==> src/rtl/mem_pkg.sv <==
// mem_pkg: funct3 width codes and FSM state encoding shared by the data memory responder
package mem_pkg;
  localparam logic [2:0] F3_B  = 3'b000;
  localparam logic [2:0] F3_H  = 3'b001;
  localparam logic [2:0] F3_W  = 3'b010;
  localparam logic [2:0] F3_BU = 3'b100;
  localparam logic [2:0] F3_HU = 3'b101;
  typedef enum logic [1:0] {IDLE, ACCESS, RESP} state_t;
endpackage

==> src/rtl/byte_lane_align.sv <==
// byte_lane_align: little-endian store byte-enable/data replication and load extract/extend
module byte_lane_align
  import mem_pkg::*;
(
  input  logic [2:0]  funct3,
  input  logic [1:0]  off,
  input  logic [31:0] wdata,
  input  logic [31:0] rword,
  output logic [3:0]  be,
  output logic [31:0] wlane,
  output logic [31:0] rdata
);
  logic is_w, is_h, sx;
  logic [31:0] sh;
  assign is_w = funct3 == F3_W;
  assign is_h = funct3[1:0] == F3_H[1:0];
  assign sx = funct3[2] == F3_B[2];
  assign sh = rword >> {off, 3'b000};
  // lane selection; replicated store data lets the byte enables pick the lane
  always_comb begin
    be = is_w ? 4'hF : is_h ? 4'b0011 << off : 4'b0001 << off;
    wlane = is_w ? wdata : is_h ? {2{wdata[15:0]}} : {4{wdata[7:0]}};
    rdata = is_w ? sh : is_h ? {{16{sx & sh[15]}}, sh[15:0]} : {{24{sx & sh[7]}}, sh[7:0]};
  end
endmodule

==> src/rtl/data_mem_responder.sv <==
// data_mem_responder: wait-state data memory with valid/ready handshake; MEM_MISALIGN_TRAP_EN traps misaligned H/W
module data_mem_responder
  import mem_pkg::*;
#(
  parameter int WAIT_CYCLES = 2,
  parameter int DEPTH_WORDS = 64
) (
  input  logic        clk,
  input  logic        reset,
  input  logic        req_valid,
  output logic        req_ready,
  input  logic        req_write,
  input  logic [31:0] req_addr,
  input  logic [31:0] req_wdata,
  input  logic [2:0]  req_funct3,
  output logic        rsp_valid,
  input  logic        rsp_ready,
  output logic [31:0] rsp_rdata,
  output logic        rsp_error
);
  localparam int AW = $clog2(DEPTH_WORDS);
  localparam logic [3:0] LAST = 4'(WAIT_CYCLES == 0 ? 0 : WAIT_CYCLES - 1);
  state_t state, state_n;
  logic [3:0] cnt;
  logic wr_q;
  logic [AW+1:0] addr_q;
  logic [31:0] wdata_q;
  logic [2:0] f3_q;
  logic [31:0] mem [DEPTH_WORDS];
  logic wr, bad_f3, mis, err, enter_resp, unused_addr;
  logic [AW+1:0] addr;
  logic [AW-1:0] idx;
  logic [31:0] wdata, wlane, ld, mask;
  logic [2:0] f3;
  logic [1:0] off;
  logic [3:0] be;
  assign unused_addr = ^req_addr[31:AW+2];
  assign wr = state == IDLE ? req_write : wr_q;
  assign addr = state == IDLE ? req_addr[AW+1:0] : addr_q;
  assign wdata = state == IDLE ? req_wdata : wdata_q;
  assign f3 = state == IDLE ? req_funct3 : f3_q;
  assign idx = addr[AW+1:2];
  assign bad_f3 = f3 == 3'b011 || f3[2:1] == 2'b11 || (wr && f3[2]);
  assign mis = (f3[1:0] == F3_H[1:0] && addr[0]) || (f3 == F3_W && addr[1:0] != 2'b00);
`ifdef MEM_MISALIGN_TRAP_EN
  assign err = bad_f3 || mis;
`else
  assign err = bad_f3;
`endif
  assign off = f3 == F3_W ? 2'b00 : f3[0] ? {addr[1], 1'b0} : addr[1:0];
  assign mask = {{8{be[3]}}, {8{be[2]}}, {8{be[1]}}, {8{be[0]}}};
  assign enter_resp = state_n == RESP && state != RESP;
  assign req_ready = state == IDLE;
  assign rsp_valid = state == RESP;
  byte_lane_align u_lane (
    .funct3(f3),
    .off(off),
    .wdata(wdata),
    .rword(mem[idx]),
    .be(be),
    .wlane(wlane),
    .rdata(ld)
  );
  // state register
  always_ff @(posedge clk or posedge reset)
    if (reset) state <= IDLE;
    else state <= state_n;
  // next state: accept only in IDLE, count wait states, hold response until consumed
  always_comb begin
    state_n = state;
    case (state)
      IDLE: state_n = req_valid ? (WAIT_CYCLES == 0 ? RESP : ACCESS) : IDLE;
      ACCESS: state_n = cnt == LAST ? RESP : ACCESS;
      RESP: state_n = rsp_ready ? IDLE : RESP;
      default: state_n = IDLE;
    endcase
  end
  // request capture, wait counter and registered response
  always_ff @(posedge clk or posedge reset)
    if (reset) begin
      cnt <= '0;
      wr_q <= 1'b0;
      addr_q <= '0;
      wdata_q <= '0;
      f3_q <= '0;
      rsp_rdata <= '0;
      rsp_error <= 1'b0;
    end else begin
      cnt <= state == ACCESS ? cnt + 4'd1 : '0;
      if (state == IDLE && req_valid) begin
        wr_q <= req_write;
        addr_q <= req_addr[AW+1:0];
        wdata_q <= req_wdata;
        f3_q <= req_funct3;
      end
      if (enter_resp) begin
        rsp_rdata <= (wr || err) ? '0 : ld;
        rsp_error <= err;
      end
    end
  // memory array, not reset; stores commit only on the edge that enters RESP
  always_ff @(posedge clk)
    if (enter_resp && wr && !err) mem[idx] <= (mem[idx] & ~mask) | (wlane & mask);
endmodule

==> config.mk <==
export PLATFORM = sky130hd
export DESIGN_NAME = data_mem_responder
export DESIGN_NICKNAME = d
export VERILOG_FILES = /design/src/rtl/mem_pkg.sv /design/src/rtl/byte_lane_align.sv /design/src/rtl/data_mem_responder.sv
export SDC_FILE = /design/constraint.sdc
export NUM_CORES = 2
export LEC_CHECK = 0
export ABC_AREA = 1
export BUFFER_PORTS_ARGS = -buffer_cell sky130_fd_sc_hd__buf_4
export CORE_MARGIN = 8
export CORE_UTILIZATION = 67
export DETAILED_ROUTE_END_ITERATION = 10
export PLACE_DENSITY = 0.84
export SLEW_MARGIN = 10
export SYNTH_ARGS = -nofsm -noshare
export SYNTH_HDL_FRONTEND = slang
export SYNTH_SLANG_ARGS = --single-unit
==> constraint.sdc <==
create_clock -name clk -period 13.3 [get_ports clk]
set_input_delay 1.33 -clock clk [delete_from_list [all_inputs] [get_ports clk]]
set_output_delay 1.33 -clock clk [all_outputs]
set_load 0.05 [all_outputs]
# Word-level counts from Yosys, hierarchy flattened
# Memory sizes are Yosys's and may differ from the RTL's.
# Cells that the tools add are included.
# op_classes
n_eq_ne,9
n_reduce_logical,10
bitwise_logic,7
mux,20
addsub,1
n_shift,3
# op_table
cell,n
$mux W32,6
$and A32 B32 Y32,2
$not A32 Y32,1
$or A32 B32 Y32,1
$shr A32 B5 Y32,1
$mux W4,3
$mux W8,1
$eq A2 B2 Y1 const B,3
$eq A3 B2 Y1 const B,2
$mux W2,3
$pmux W2 S3,1
$logic_and A1 B1 Y1,5
$mux W1,5
$add A4 B1 Y4 const B,1
$eq A2 B1 Y1 const B,2
$eq A4 B1 Y1 const B,1
$shl A1 B2 Y4 const A,1
$shl A2 B2 Y4 const A,1
$logic_or A1 B1 Y1,3
$mux W3,1
$and A1 B1 Y1,2
$logic_not A2 Y1,1
$ne A2 B2 Y1 const B,1
$logic_not A1 Y1,1
$not A1 Y1,1
# word_totals
register_bits,83
word_cells,59
in_bits,72
ramBits,2048
output_inout_bits,35
memories,1
# memory_table
name,words,width,read_ports,rd_clocked_by_memory_dff,wr,line_no,source
mem,64,32,1,0,1,data_mem_responder.sv:29,logic [31:0] mem [DEPTH_WORDS];

# Logic depth before layout (Yosys ltp)
# logic_depth
word_depth,10
mapped_depth,21
depth_no_buf,18

# By module
# From an unflattened synthesis, not the netlist that was laid out.
# hier_totals
hier_cells,9338
hier_area_um2,93468.4
# modules_own_cells
module,seq_area_each_um2,area_per_inst_um2,cells_each,instances
data_mem_responder,63576.0,92143.4,9069,1
byte_lane_align,0.0,1325.0,269,1

# Worst setup path after synthesis
# OpenSTA, ideal clock, no wires.
# synth_timing
kind,input-to-reg
from,in req_addr[2]
to,"mem mem[0][2], data pin"
arrival_time_ns,5.247
cell_stages,15
path_slack_ns,7.351
t_required_ns,12.598
n_path_buf,4
setup_ns,0.702
cell_sequence,inv_1 > nand2_2 > nand2_2 > buf_6 > buf_6 > nand2_2 > buf_2 > buf_2 > o22ai_1 > nand3b_1 > nand2_1 > nand2_1 > nor2_1 > nand4_1 > o21ai_0
# synth_via
elab_chain_cells,4
# synth_lines
element,line_no,source
"start, declared",data_mem_responder.sv:13,"input logic [31:0] req_addr,"
$mux W8,data_mem_responder.sv:39,assign addr = state == IDLE ? req_addr[AW+1:0] : addr_q;
$mem_v2 Z64 W32,n/a,
$and A32 B32 Y32,data_mem_responder.sv:103,if (enter_resp && wr && !err) mem[idx] <= (mem[idx] & ~mask) | (wlane & mask);
$or A32 B32 Y32,data_mem_responder.sv:103,
"end, declared",data_mem_responder.sv:29,
# Every way passes these cells.

# Worst setup path after layout
# layout_timing
from,reg state[0]
to,"mem mem[34][17], data pin"
# layout_via
elab_chain_cells,10
elab_cells_between_ends,19
cone_classes,eq/ne: 2; shift: 2; mux: 9; bitwise: 4; reduce/logical: 1; memory: 1
# layout_lines
element,line_no,source
"start, declared",data_mem_responder.sv:23,"state_t state, state_n;"
"start signal, assigned",data_mem_responder.sv:67,else state <= state_n;
$logic_not A2 Y1 *,"data_mem_responder.sv:39, data_mem_responder.sv:40, data_mem_responder.sv:41",
$mux W3 / $mux W8 (equally long branches),"data_mem_responder.sv:41, data_mem_responder.sv:39",
$eq A3 B2 Y1 / $mux W1 (equally long branches),"byte_lane_align.sv:15, data_mem_responder.sv:50",
$mux W2,data_mem_responder.sv:50,"assign off = f3 == F3_W ? 2'b00 : f3[0] ? {addr[1], 1'b0} : addr[1:0];"
$shl A2 B2 Y4 / $shl A1 B2 Y4 (equally long branches),byte_lane_align.sv:21,be = is_w ? 4'hF : is_h ? 4'b0011 << off : 4'b0001 << off;
$mux W4 (2 in series),byte_lane_align.sv:21,
$not A32 Y32,data_mem_responder.sv:103,
$and A32 B32 Y32,data_mem_responder.sv:103,
$or A32 B32 Y32 *,data_mem_responder.sv:103,
# Mark *: on every way between the ends. The rest lies on a longest branch, timed or not.

==> out/metrics.cfg <==
[cts]
cts-root-buf=clkbuf_16
numCtsBuffers=196
cts_sinks=2131
cts_max_level=4
cts_tree=yes
path_clk_slew_ns=0.06
ctsHoldBuffers=0
post_cts_buffers=0
clk_latency_ns=0.85
ctsResizeCount=0
cts_buffer_depth=3

[synthesis]
netlist.area_leader.share_pct=73.3
yosysUniqueCellTypes=42
syn_area_sq_um=83900
syn_nets=6744
syn_inst=6670
synth_ff_type=edfxtp_1
yosys_warnings=0
synth.yosys.seq_area_share_pct=75.7
async_flop_share_pct=3.89
yosys.area.top_type=edfxtp_1
yosys_register_bits=2131
synth.area.top_cells=edfxtp_1, nor2_1, nand2_1
synth_common_cells=edfxtp_1, nor2_1, nand2_1, o21ai_0, o22ai_1
synth_edf_count=2048
syn_avg_cell_area_sq_um=12.6
yosysMostFrequentCell=edfxtp_1

[floorplan]
fp.dieW_microns=370
rows=130
num_io_pins=107
start_util_pct=67.2
core_sq_um=125000
die_h_microns=370
die-area_sq_um=137000

[route]
wl_met3_mm=44.2
route.met2.wl_mm=114
routed_wl_mm=259
drc=0
wl_met1_mm=77.8
routed_via_density=6.83
routedWlPerCell_microns=30.1
drt-initial-drc-count=10500
firstDrtPassIters=9
antenna_left=0
topRoutingLayerUsed=met5
vias=58700

[worst_setup_path]
path_class=flip-flop to flip-flop
critPathRequiredTime_ns=13.85
end_kind=flip-flop
r2r_setup_slack_ns=5.42
arrival_ns=8.43
cp_max_fo=45
cp-start-kind=flip-flop

[global_route]
first_global_vias=57300
grt-ovfl-total=0
antenna_found_initial=25
grt.total_usage_pct=37.0
grt_pass1_wl_mm=367
grt_max_degree=84

[finish]
syn_to_final_growth_pct=11.1
fillers=6892
nNetsFinal=6837
layout-drive-gt1-share_pct=10.0

[sta]
fmax_ghz=0.127
worst_pin_slew_ns=1.39
setup_viol=0
clock_skew_ns=0.0516
slew_headroom_pct=6.91
hold_violations=0
post-route-period-util_pct=59.3
rsz0062_at_grt=false
min_period_ns=7.88
drv_slew=0
timing.setup.tns_ns=0

[hold_path]
hp-class=flip-flop to flip-flop

[placement]
place_hpwl_mm=140
place.gp.congestion=0.975
io_buffers=82

[outcome]
status=finished clean

[job]
drv_cap=0

metal layers:
metal  up-vias  GRT usage [%]
met1     27600           44.5
met4        10           26.6
li1      23800              -
met5         -              0
met3      1364           12.8
met2      5877           56.2
worst paths after layout:
path / from / endpoint / cells after the start
min: wdata_q[11]$_DFFE_PP0P_ / wdata_q[11]$_DFFE_PP0P_ / 2
min reg2reg: wdata_q[11]$_DFFE_PP0P_ / wdata_q[11]$_DFFE_PP0P_ / 2
max: state[0]$_DFF_PP0_ / mem[34][17]$_DFFE_PP_ / 18
max reg2reg: state[0]$_DFF_PP0_ / mem[34][17]$_DFFE_PP_ / 18
min in group asynchronous: reset / cnt[0]$_DFF_PP0_ / 3
max in group asynchronous: reset / wdata_q[10]$_DFFE_PP0P_ / 3
registers in the layout (all words and copies together), names as in the netlist:
register,cells
cnt,4
rsp_rdata,32
wr_q,1
f3_q,3
rsp_error,1
mem,2048
addr_q,8
wdata_q,32
state,2
cell usage in the layout (no fill, tap or decap), drive strengths merged:
master / n
inv: 107
diode: 11
dfrtp: 83
nor2: 1608
mux2: 7
o21bai: 1
a31oi: 15
or2: 9
a21oi: 105
o21a: 6
o22ai: 260
bufinv: 11
clkbuf: 260
o221ai: 7
clkinv: 88
edfxtp: 2048
clkinvlp: 1
xor2: 1
nand4: 73
nand3b: 20
o22a: 46
nor3: 30
xnor2: 1
o31ai: 1
ha: 2
buf: 248
o21ai: 526
o2111ai: 2
nand2: 1156
nand3: 193
o211ai: 17
worst max-delay path, cell delays in order (launching register included):
cell	delay [ns]
dfrtp_1	0.47
inv_1	0.11
nand2_2	0.59
nand2_1	0.22
nand2_4	0.38
buf_4	0.52
nor2_4	0.10
buf_4	0.40
nand2_4	0.65
buf_4	0.67
nor2_1	0.10
nor2_1	0.15
nand2_1	0.06
o21ai_0	0.65
nand2_1	0.47
nor2_2	0.23
a21oi_1	0.12
a31oi_4	0.99
buf_4	0.57
cell families after synthesis:
group,count (synthesis),share of synthesized area [%]
AOI/OAI and AO/OA,986,6.64
xor gates and xnor gates,2,0.0209
adders and majority gates,2,0.0298
buffers and inverters,453,2.83
DFF,2131,75.7
muxes,7,0.0939
and+or+nand+nor,3089,14.6
stage by stage:
step	utilization, %	cells	instance area, sq um	setup WS (ns)	hold slack (ns)
after floorplan	-	6670	83900	7.35	0.448
after global placement	69.7	8215	87000	5.94	0.462
after detailed placement	69.7	8215	87000	5.89	0.472
after CTS	74.7	8582	93300	5.99	0.488
after global routing	74.7	8582	93300	5.41	0.511
final	74.7	8593	93300	5.42	0.487
final cells by class:
| type | instances | area, sq um | share of cell area (%) |
|---|---|---|---|
| diodes | 11 | 27.5 | 0.0295 |
| clock buffers | 260 | 5300 | 5.68 |
| clock inverters | 107 | 931 | 0.998 |
| inverters | 100 | 377 | 0.404 |
| multi-input cells | 4086 | 19100 | 20.4 |
| flip-flops and latches | 2131 | 63600 | 68.2 |
| well taps | 1650 | 2060 | 2.21 |
| repair buffers | 248 | 1940 | 2.08 |
Power is left out: the tool's default activity adds up to more than one toggle a clock period on the data nets, which glitch-free logic cannot reach.
